### src/rtl/mul_dot_seq.sv
// mul_dot_seq: streaming front end and reduction back end for the shift-add
// multiplier. Operand pairs arrive over a valid/ready handshake; each pair is
// handed to the multiplier through its ena/accepted/complete protocol, and the
// products are summed into an unsigned accumulator. When the pair marked last
// has been multiplied, the dot product, element count and overflow flag are
// presented on a valid/ready result port.
//
// Build option: define MUL_DOT_SAT_EN to clamp the accumulator at all-ones on
// overflow; otherwise it wraps. res_ovf is sticky in both builds.
//
// Ports:
//   clk, rst_n                      clock (rising edge), async active-low reset
//   in_valid/in_ready               operand pair handshake
//   in_a, in_b, in_last             unsigned operands, final-element marker
//   mul_ena, mul_a, mul_b           multiplier request and operands
//   mul_accepted, mul_complete      multiplier status
//   mul_out                         multiplier product
//   res_valid/res_ready             result handshake
//   res_sum, res_count, res_ovf     dot product, element count, overflow flag
//
// state  | meaning
// IDLE   | ready for a pair; captures it on in_valid
// ISSUE  | mul_ena high, waiting for mul_accepted
// WAIT   | mul_ena low, waiting for mul_complete; accumulates the product
// DONE   | result presented, held until res_ready

module mul_dot_seq #(
   parameter int WIDTH_A   = 8,
   parameter int WIDTH_B   = 8,
   parameter int WIDTH_ACC = 20,
   parameter int WIDTH_CNT = 8
) (
   input  logic                       clk,
   input  logic                       rst_n,
   input  logic                       in_valid,
   output logic                       in_ready,
   input  logic [WIDTH_A-1:0]         in_a,
   input  logic [WIDTH_B-1:0]         in_b,
   input  logic                       in_last,
   output logic                       mul_ena,
   output logic [WIDTH_A-1:0]         mul_a,
   output logic [WIDTH_B-1:0]         mul_b,
   input  logic                       mul_accepted,
   input  logic                       mul_complete,
   input  logic [WIDTH_A+WIDTH_B-1:0] mul_out,
   output logic                       res_valid,
   input  logic                       res_ready,
   output logic [WIDTH_ACC-1:0]       res_sum,
   output logic [WIDTH_CNT-1:0]       res_count,
   output logic                       res_ovf
);

   typedef enum logic [1:0] {
      S_IDLE,
      S_ISSUE,
      S_WAIT,
      S_DONE
   } state_t;

   state_t               state;
   logic [WIDTH_A-1:0]   op_a;
   logic [WIDTH_B-1:0]   op_b;
   logic                 op_last;
   logic [WIDTH_ACC-1:0] acc;
   logic [WIDTH_CNT-1:0] cnt;
   logic                 ovf;
   logic [WIDTH_ACC:0]   sum_ext;
   logic                 carry;

   // One extra bit catches the carry out of the accumulator.
   assign sum_ext = {1'b0, acc} + (WIDTH_ACC+1)'(mul_out);
   assign carry   = sum_ext[WIDTH_ACC];

   assign in_ready  = (state == S_IDLE);
   assign mul_a     = op_a;
   assign mul_b     = op_b;
   assign res_sum   = acc;
   assign res_count = cnt;
   assign res_ovf   = ovf;

   always_ff @(posedge clk or negedge rst_n) begin
      if (!rst_n) begin
         state     <= S_IDLE;
         op_a      <= '0;
         op_b      <= '0;
         op_last   <= 1'b0;
         acc       <= '0;
         cnt       <= '0;
         ovf       <= 1'b0;
         mul_ena   <= 1'b0;
         res_valid <= 1'b0;
      end else begin
         case (state)
            S_IDLE: begin
               if (in_valid) begin
                  op_a    <= in_a;
                  op_b    <= in_b;
                  op_last <= in_last;
                  mul_ena <= 1'b1;
                  state   <= S_ISSUE;
               end
            end
            S_ISSUE: begin
               if (mul_accepted) begin
                  mul_ena <= 1'b0;
                  state   <= S_WAIT;
               end
            end
            S_WAIT: begin
               // Only sampled here, so a complete left high by the previous
               // operation cannot be mistaken for this one.
               if (mul_complete) begin
`ifdef MUL_DOT_SAT_EN
                  if (ovf || carry) begin
                     acc <= '1;
                     ovf <= 1'b1;
                  end else begin
                     acc <= sum_ext[WIDTH_ACC-1:0];
                  end
`else
                  acc <= sum_ext[WIDTH_ACC-1:0];
                  ovf <= ovf | carry;
`endif
                  if (!(&cnt))
                     cnt <= cnt + WIDTH_CNT'(1);
                  if (op_last) begin
                     res_valid <= 1'b1;
                     state     <= S_DONE;
                  end else begin
                     state <= S_IDLE;
                  end
               end
            end
            S_DONE: begin
               if (res_ready) begin
                  acc       <= '0;
                  cnt       <= '0;
                  ovf       <= 1'b0;
                  res_valid <= 1'b0;
                  state     <= S_IDLE;
               end
            end
            default: state <= S_IDLE;
         endcase
      end
   end

endmodule

### config.mk
export PLATFORM = sky130hd
export DESIGN_NAME = mul_dot_seq
export DESIGN_NICKNAME = d
export VERILOG_FILES = /design/src/rtl/mul_dot_seq.sv
export SDC_FILE = /design/constraint.sdc
export NUM_CORES = 1
export LEC_CHECK = 0
export ABC_AREA = 0
export ABC_CLOCK_PERIOD_IN_PS = 3800
export CAP_MARGIN = 40
export CELL_PAD_IN_SITES_DETAIL_PLACEMENT = 2
export CELL_PAD_IN_SITES_GLOBAL_PLACEMENT = 2
export CORE_MARGIN = 2
export CORE_UTILIZATION = 31
export CTS_BUF_LIST = sky130_fd_sc_hd__clkbuf_8 sky130_fd_sc_hd__clkbuf_16
export DETAILED_ROUTE_END_ITERATION = 6
export MAX_ROUTING_LAYER = met4
export PLACE_DENSITY_LB_ADDON = 0.15
export SLEW_MARGIN = 15
export SYNTH_ARGS = -nofsm -noshare
export SYNTH_HDL_FRONTEND = slang
export SYNTH_SLANG_ARGS = --single-unit
### constraint.sdc
create_clock -name clk -period 3.8 [get_ports clk]
set_input_delay 0.38 -clock clk [delete_from_list [all_inputs] [get_ports clk]]
set_output_delay 0.38 -clock clk [all_outputs]
set_load 0.1 [all_outputs]
==> results.cfg <==
[status]
status = finished clean

[global_routing]
grt_util_all_layers = 0.229
grt_start_max_net_pins = 31
grt_pass1_wl_um = 16900
grt.overflow.total = 0
antenna_found_initial = 0
grt_pass1_vias = 3156

[floorplanning]
boundaryPins = 87
chipHeight_um = 100
coreArea_um2 = 9110
fp.dieW_um = 100
rows = 35
initial_core_util = 0.315
dieArea_um2 = 10000

[clocking]
cts_tree = yes
ctsResizeCount = 0
cts_sinks = 50
clock_latency_ps = 320
post-cts-setup-buffers = 0
path_clk_slew_ps = 100
cts_made_buffers = 5
cts-root-buf = clkbuf_8
htree_num_levels = 2
clockBufferDepth = 2
ctsHoldBuffers = 0

[worst_setup_path]
crit_path_cell_trace = clkdlybuf4s50_1 -> ha_1 -> fa_1 -> a21o_1 -> a221oi_2 -> o31ai_4 -> a211oi_2 -> nor4_1 -> a21o_1
worstSetupPathType = input pin to flop
start_kind = input pin
path_max_fanout = 4
crit_arrival_ps = 2940
cpMostUsedCell = a21o_1
cp-end-kind = flop
cp.required_ps = 4020
cpPeakStageDelay_ps = 490
cp_slowest_cell = a221oi_2

[timing]
fin_crit_ps = 2720
slew_headroom = 0.495
slew_violations = 0
tightest_slew_ps = 758
tns_ps = 0
fmax_mhz = 368
finalWorstSetupSlack_ps = 1080
setup_viol = 0
fin_worst_skew_ps = 7.19
fin_crit_sh = 0.716
rsz0062_at_grt = false
hold_viol_final = 0

[layout]
register_area_um2 = 1250
drive_above_1_share = 0.200
antenna_cells = 0
area_delta_synth_final_pct = 67.6
n_fill_cell = 899
multi_input_area_um2 = 1560
final_nets = 481

[synthesis]
synth_area_leaders = dfrtp_1, ha_1, mux2_2
synth_top_area_frac = 0.437
syn_nets = 346
synth-edff-count = 0
syn_avg_cell_area_um2 = 9.91
synth_warnings = 0
async_reset_ff_frac = 1.00
synth_top_cell_by_area = dfrtp_1
synth_top_flop_cell = dfrtp_1
synth_area_um2 = 2870
syn_inst = 289
seq_area_frac_synth = 0.437
synth.distinct_cells = 45
ys_ff_latch = 50

[routing]
avgViaCountPerCell = 5.23
ant_nets = 0
route.detailed.drc = 0
num_vias = 2802
avgRoutedWirePerCell_um = 20.1
drtIter0Drc = 53
drt-pass1-iter-count = 5
wl_um = 10800

[place]
dp_hpwl_um = 8150
gp_congestion = 0.797
port_buffers = 86
place_ws_ps = 835

[flow_run]
cap_violations = 0

[min_path]
min_path_type = input pin to asynchronous set/reset pin
[metal layers]
| metal | routed length [um] | up-vias | track usage | part of all wire |
|---|---|---|---|---|
| met4 | 249 | 0 | 0.0822 | 0.023 |
| met1 | 4230 | 1407 | 0.240 | 0.39 |
| met2 | 5940 | 71 | 0.426 | 0.55 |
| li1 | - | 1309 | - | - |
| met3 | 377 | 15 | 0.0404 | 0.035 |
| met5 | 0 | - | - | 0 |
[cell usage in the layout, fill, tap and decap left out, types with 2 or more instances in the layout]
master           instances
a21o_1                   6
a21oi_1                 18
a22o_1                   3
a31oi_1                  3
and3_1                   4
buf_16                   9
buf_4                    4
buf_8                   39
clkbuf_8                 6
clkdlybuf4s50_1         85
dfrtp_1                 50
ha_1                    17
inv_1                    4
mux2_2                  17
mux2i_1                  5
nand2_1                 35
nand2b_1                 7
nand3_1                 13
nand4_1                  2
nor2_1                  18
nor2b_1                  3
nor3_1                   2
nor4_1                   2
o2111ai_1                2
o211ai_1                 2
o21a_1                   3
o21ai_0                 26
o31ai_1                  3
or3_1                    2
xnor2_1                  7
xor2_1                   9
[critical path: cells and delay by family]
family                     cells  cell delay [ps]
AOI/OAI and AO/OA              5             1390
adders and majority gates      2              650
buffers and inverters          1              400
and+or+nand+nor                1              130
[sequential cells by signal, summed over array words and instances, names as in the netlist]
signal / cells
state: 2
res_sum: 20
res_valid: 1
op_last: 1
mul_b: 8
mul_a: 8
res_count: 8
mul_ena: 1
res_ovf: 1
[Yosys cell counts (all sizes together) (3+ instances only)]
library cell,instances
ha,17
xnor2,7
a22o,3
o31ai,4
and3,4
dfrtp,50
buf,5
a21oi,18
xor2,9
o21a,3
a31oi,3
nor2b,3
mux2,17
nand2,35
clkbuf,5
a21o,6
nand2b,7
nor2,18
mux2i,5
inv,4
o21ai,26
nand3,14
[logic make-up (layout without fill, tap and decap cells)]
| family | count (synthesis) | after routing | share of synthesized area |
|---|---|---|---|
| XOR/XNOR | 16 | 16 | 0.0489 |
| AO/OA/AOI/OAI | 75 | 75 | 0.173 |
| buffers and inverters | 14 | 150 | 0.0201 |
| adder cells (fa/ha/maj) | 18 | 18 | 0.0812 |
| multiplexers | 22 | 22 | 0.0843 |
| flip-flops | 50 | 50 | 0.437 |
| AND/OR/NAND/NOR | 94 | 94 | 0.156 |
[layout make-up]
cell class	count	area share
clock buffers	6	0.0172
clock inverters	2	0.00808
inverters	4	0.00313
multi-input cells	225	0.324
flip-flops and latches	50	0.261
well taps	111	0.0289
repair buffers	138	0.358
[worst paths after layout]
kind	start	endpoint	slack, ps	cells past startpoint
setup reg to reg	res_sum[0]	res_ovf	1130	8
max in group asynchronous	rst_n	res_sum[17]	2910	2
min in group clk	res_ovf	res_ovf	520	1
hold reg to reg	res_ovf	res_ovf	520	1
hold / removal	rst_n	res_sum[13]	120	1
setup / recovery	mul_out[0]	res_ovf	1080	9
[metrics by stage]
| stage | hold WS [ps] | area (um^2) | cells | util |
|---|---|---|---|---|
| after floorplan | 84.4 | 2870 | 289 | - |
| after global placement | 483 | 3850 | 480 | 0.422 |
| after detailed placement | 483 | 4680 | 528 | 0.514 |
| after CTS | 139 | 4800 | 536 | 0.527 |
| after global routing | 181 | 4800 | 536 | 0.527 |
| final | 119 | 4800 | 536 | 0.527 |
Power is not shown: default switching activity piles up to over one toggle a cycle in this logic, so the estimate is an artifact.
